## config.mk

```make
export PLATFORM = sky130hd
export DESIGN_NAME = clock_divider_prog
export DESIGN_NICKNAME = d
export VERILOG_FILES = /design/src/rtl/clock_divider_prog.sv
export SDC_FILE = /design/constraint.sdc
export NUM_CORES = 1
export LEC_CHECK = 0
export BUFFER_PORTS_ARGS = -buffer_cell sky130_fd_sc_hd__buf_2
export CORE_ASPECT_RATIO = 2
export CORE_MARGIN = 3
export CORE_UTILIZATION = 34
export DETAILED_ROUTE_END_ITERATION = 10
export PLACE_DENSITY = 0.55
export SYNTH_ARGS = -nofsm -noshare
export SYNTH_HDL_FRONTEND = slang
export SYNTH_SLANG_ARGS = --single-unit
```

## constraint.sdc

```tcl
create_clock -name clock -period 3.2 [get_ports clock]
set_input_delay 0.32 -clock clock [delete_from_list [all_inputs] [get_ports clock]]
set_output_delay 0.32 -clock clock [all_outputs]
set_load 0.02 [all_outputs]
```

## src/rtl/clock_divider_prog.sv

```systemverilog
// Programmable integer clock divider: clk_out is low for floor(N/2) and high for ceil(N/2) input cycles.
// New divisors are queued in a single-entry slot and take effect only at a period boundary.
module clock_divider_prog #(
    parameter int unsigned WIDTH     = 8,
    parameter int unsigned RESET_DIV = 2
) (
    input  logic             clock,
    input  logic             reset,
    input  logic             enable,
    input  logic             div_valid,
    input  logic [WIDTH-1:0] div_bits,
    output logic             div_ready,
    output logic             clk_out,
    output logic [WIDTH-1:0] div_active,
    output logic             period_done
);

    logic [WIDTH-1:0] r_cnt;
    logic [WIDTH-1:0] r_div_active;
    logic [WIDTH-1:0] r_pend_div;
    logic             r_pend_vld;
    logic             r_clk_out;

    logic [WIDTH-1:0] w_last;
    logic [WIDTH-1:0] w_bits_clamped;
    logic             w_wrap;
    logic             w_xfer;
    logic [WIDTH-1:0] w_cnt_nxt;
    logic [WIDTH-1:0] w_div_nxt;
    logic [WIDTH-1:0] w_pend_div_nxt;
    logic             w_pend_vld_nxt;
    logic             w_clk_nxt;

    assign w_last         = r_div_active - WIDTH'(1);
    assign w_wrap         = enable && (r_cnt == w_last);
    assign w_bits_clamped = (div_bits < WIDTH'(2)) ? WIDTH'(2) : div_bits;
    assign div_ready      = !r_pend_vld && !reset;
    assign w_xfer         = div_valid && div_ready;
    assign period_done    = w_wrap && !reset;
    assign clk_out        = r_clk_out;
    assign div_active     = r_div_active;

    // A boundary is either a wrap or any disabled cycle; only there may the divisor change.
    always_comb begin
        w_cnt_nxt      = r_cnt;
        w_div_nxt      = r_div_active;
        w_pend_div_nxt = r_pend_div;
        w_pend_vld_nxt = r_pend_vld;
        if (!enable || w_wrap) begin
            w_cnt_nxt = '0;
            if (r_pend_vld) begin
                w_div_nxt      = r_pend_div;
                w_pend_vld_nxt = 1'b0;
            end else if (w_xfer) begin
                w_div_nxt = w_bits_clamped;
            end
        end else begin
            w_cnt_nxt = r_cnt + WIDTH'(1);
            if (w_xfer) begin
                w_pend_div_nxt = w_bits_clamped;
                w_pend_vld_nxt = 1'b1;
            end
        end
        // Output is derived from next-state so the flop holds the phase of the coming cycle.
        w_clk_nxt = enable && (w_cnt_nxt >= (w_div_nxt >> 1));
    end

    always_ff @(posedge clock) begin
        if (reset) begin
            r_cnt        <= '0;
            r_div_active <= WIDTH'(RESET_DIV);
            r_pend_div   <= '0;
            r_pend_vld   <= 1'b0;
            r_clk_out    <= 1'b0;
        end else begin
            r_cnt        <= w_cnt_nxt;
            r_div_active <= w_div_nxt;
            r_pend_div   <= w_pend_div_nxt;
            r_pend_vld   <= w_pend_vld_nxt;
            r_clk_out    <= w_clk_nxt;
        end
    end

    a_div_legal: assert property (@(posedge clock) disable iff (reset)
        r_div_active >= WIDTH'(2));

    a_disabled_low: assert property (@(posedge clock) disable iff (reset)
        !enable |=> !r_clk_out);

endmodule

```

==> results.json <==
{
  "setup_violations": 0,
  "irDropWorstVdd_mv": 0.301,
  "grt_use_total": 0.175,
  "path_max_fanout": 5,
  "cts.path.max_buffers": 2,
  "num_vias": 1441,
  "post-route-cell-area_mm2": 0.00205,
  "drive_above_1_share": 0.367,
  "cts.clk_slew.worst_paths_ps": 90,
  "outcome": "finished, final reports clean",
  "finalNonFillerCells": 275,
  "cts_max_level": 1,
  "combPwrFrac": 0.301,
  "wl_um": 4160,
  "whs_ps": 299,
  "post_dp_cell_area_mm2": 0.00186,
  "async_reset_ff_frac": 0,
  "p_leak_nw": 0.904,
  "cp_cell_sequence": "inv_4 > ha_4 > or3b_4 > o31a_1 > o2111ai_2 > o31ai_4 > buf_6 > or2_4 > ha_4 > nand2b_4 > a21oi_2 > nor2b_1 > o2111ai_1 > a311oi_1 > a311o_1",
  "synth_edf_count": 0,
  "chipHeight_um": 102,
  "grt_first_pass_wirelength_um": 7090,
  "critPathLaunch": "div_active[1]",
  "drtAntennaViolNets": 0,
  "drt_iter0_markers": 16,
  "swShare": 0.307,
  "dp.cells": 264,
  "antenna_found_initial": 0,
  "cts_hold_buf": 0,
  "synth-main-ff-cell": "dfxtp_1",
  "max_freq_ghz": 0.315,
  "start_util": 0.356,
  "num_rows": 34,
  "synth-seq-area-share": 0.334,
  "setup_ws_ps": 20.5,
  "synthesis.nets": 201,
  "root_buffer": "clkbuf_8",
  "globalRoute.totalOverflow": 0,
  "worstPathArrival_ps": 3350,
  "hold_class": "in2reg",
  "place_congestion": 0.748,
  "relSlewSlack": 0.652,
  "reg2reg_from": "div_active[1]",
  "crit_path_frequent_cell": "ha_4",
  "route.detailed.drc": 0,
  "min-delay-start": "div_bits[6]",
  "p_switching_uw": 255,
  "worst_pin_slew_ps": 517,
  "synth_seq_cells": 26,
  "die_x_um": 53.9,
  "area_growth_pct": 31.8,
  "hold_violations": 0,
  "fillers": 455,
  "die_area_mm2": 0.00548,
  "syn_avg_cell_area_um2": 8.66,
  "ys_warn_count": 0,
  "clock_latency_ps": 270,
  "power.internal_uw": 575,
  "crit_required_ps": 3370,
  "cp-end-kind": "register",
  "syn_inst": 180,
  "grt_pass1_vias": 1559,
  "min_period_ps": 3180,
  "port_buffers": 22,
  "pwr_density_cell_mw_per_mm2": 404,
  "nets": 243,
  "seqPwrFrac": 0.439,
  "dp_slack_ps": -35.0,
  "rsz0062_at_grt": "true",
  "io_pins": 23,
  "yosysUniqueCellTypes": 43,
  "worst_path_max_delay_cell": "or3b_4",
  "cts_tree": "yes",
  "syn_area_mm2": 0.00156,
  "dp_hpwl_um": 3300,
  "critPathKind": "reg2reg",
  "start_kind": "register",
  "skew_ps": 1.11,
  "cts_buffers": 3,
  "wl_per_cell_um": 15.1,
  "grt_start_max_net_pins": 15,
  "num_antenna_cells": 0,
  "viasPerCell": 5.24,
  "clock_sink_count": 26,
  "slowest_delay_ps": 400,
  "period_share": 0.994,
  "dr.pass1.iters": 4,
  "drv_cap": 0,
  "core_area_mm2": 0.00438,
  "maxSlewViolCount": 0,
  "p_clk_frac": 0.260
}
## cells by family after synthesis
group / count (synthesis) / synth area share
flip-flops: 26 / 0.334
multiplexers: 8 / 0.0562
AND/OR/NAND/NOR: 69 / 0.223
adder cells (fa/ha/maj): 9 / 0.0722
AO/OA/AOI/OAI: 40 / 0.197
XOR/XNOR: 13 / 0.0730
buffers and inverters: 15 / 0.0441
## final timing paths
path                   endpoint  slack, ps  cells past startpoint
setup reg to reg        clk_out         20                     15
hold reg to reg   r_pend_div[0]        460                      2
hold / removal    r_pend_div[6]        300                      2
setup / recovery        clk_out         20                     15
## placed cells by master (no fill, tap or decap), types with 2 or more instances in the layout
cell and count:
dfxtp_1 23, buf_2 22, buf_4 20, nor2_1 17
nand2_1 14, xor2_1 8, nor2b_1 7, ha_1 7
inv_1 6, o22ai_1 6, o21ai_0 6, o211a_1 6
mux2_2 6, xnor2_1 5, nand2b_1 4, a21oi_1 4
nand3_1 4, clkbuf_8 4, or2_2 3, nor3_1 3
nor4_1 2, o211ai_1 2, inv_4 2, o21ai_2 2
and3_1 2, mux2i_1 2, ha_4 2, dfxtp_4 2
buf_6 2
## area by class of cell
type	count	area, µm²	area share
inverters	8	35.0	0.0171
clock buffers	4	55.1	0.0268
flip-flops and latches	26	529	0.258
multi-input cells	139	1080	0.528
repair buffers	44	283	0.138
well taps	54	67.6	0.0329
## power groups by stage
stage                     Sequential (mW)  Clock, mW  Combinational (mW)
after global routing                0.367      0.229               0.275
after CTS                           0.364      0.223               0.241
after global placement              0.371          0               0.208
after floorplan                     0.378          0               0.129
final                               0.364      0.216               0.250
after detailed placement            0.371          0               0.209
## synth_stat cells, types with 3 or more instances
library cell | n | area [µm²]
inv_1 | 8 | 30.0
clkbuf_1 | 4 | 15.0
o22ai_1 | 6 | 37.5
o211a_1 | 6 | 60.1
ha_1 | 9 | 113
nor4_1 | 3 | 18.8
nor2b_1 | 7 | 43.8
nor3_1 | 3 | 15.0
dfxtp_1 | 26 | 521
nand3_1 | 4 | 20.0
mux2_2 | 6 | 67.6
xnor2_1 | 5 | 43.8
a21oi_1 | 5 | 25.0
nand2_1 | 16 | 60.1
xor2_1 | 8 | 70.1
nor2_1 | 17 | 63.8
o21ai_0 | 9 | 45.0
or2_2 | 4 | 25.0
nand2b_1 | 5 | 31.3
## flip-flops by register name, indices dropped and copies added, names as in the netlist
signal      count
div_active      8
clk_out         1
r_cnt           8
r_pend_vld      1
r_pend_div      8
## metal layers
metal  global-route usage  part of all wire  up-vias
li1                     -                 -      724
met1                0.172              0.36      687
met2                0.343              0.59       24
met3               0.0133             0.026        6
met4               0.0748             0.024        0
met5                    0                 0        -
## repair_timing
action / in CTS / in global routing
resized for setup: 14 / 5
setup endpoints to repair: 1 / 1
gates cloned: 0 / 0
setup buffers: 5 / 2
pin swaps: 15 / 11
## worst max-delay path, delay by kind of cell, from the launching register on
family	cells	cell delay [ps]
AOI/OAI and AO/OA	7	1310
and+or+nand+nor	4	840
DFF	1	370
adders and majority gates	2	340
buffers and inverters	2	200
## stage by stage
stage	total power [mW]	setup TNS (ps)	utilization
2_1_floorplan	0.507	-140	-
3_3_place_gp	0.579	0	0.425
3_5_place_dp	0.580	-35.0	0.425
4_1_cts	0.828	-17.9	0.461
5_1_grt	0.871	-223	0.469
6_report	0.829	0	0.469
Power figures use the tool's default switching activity.
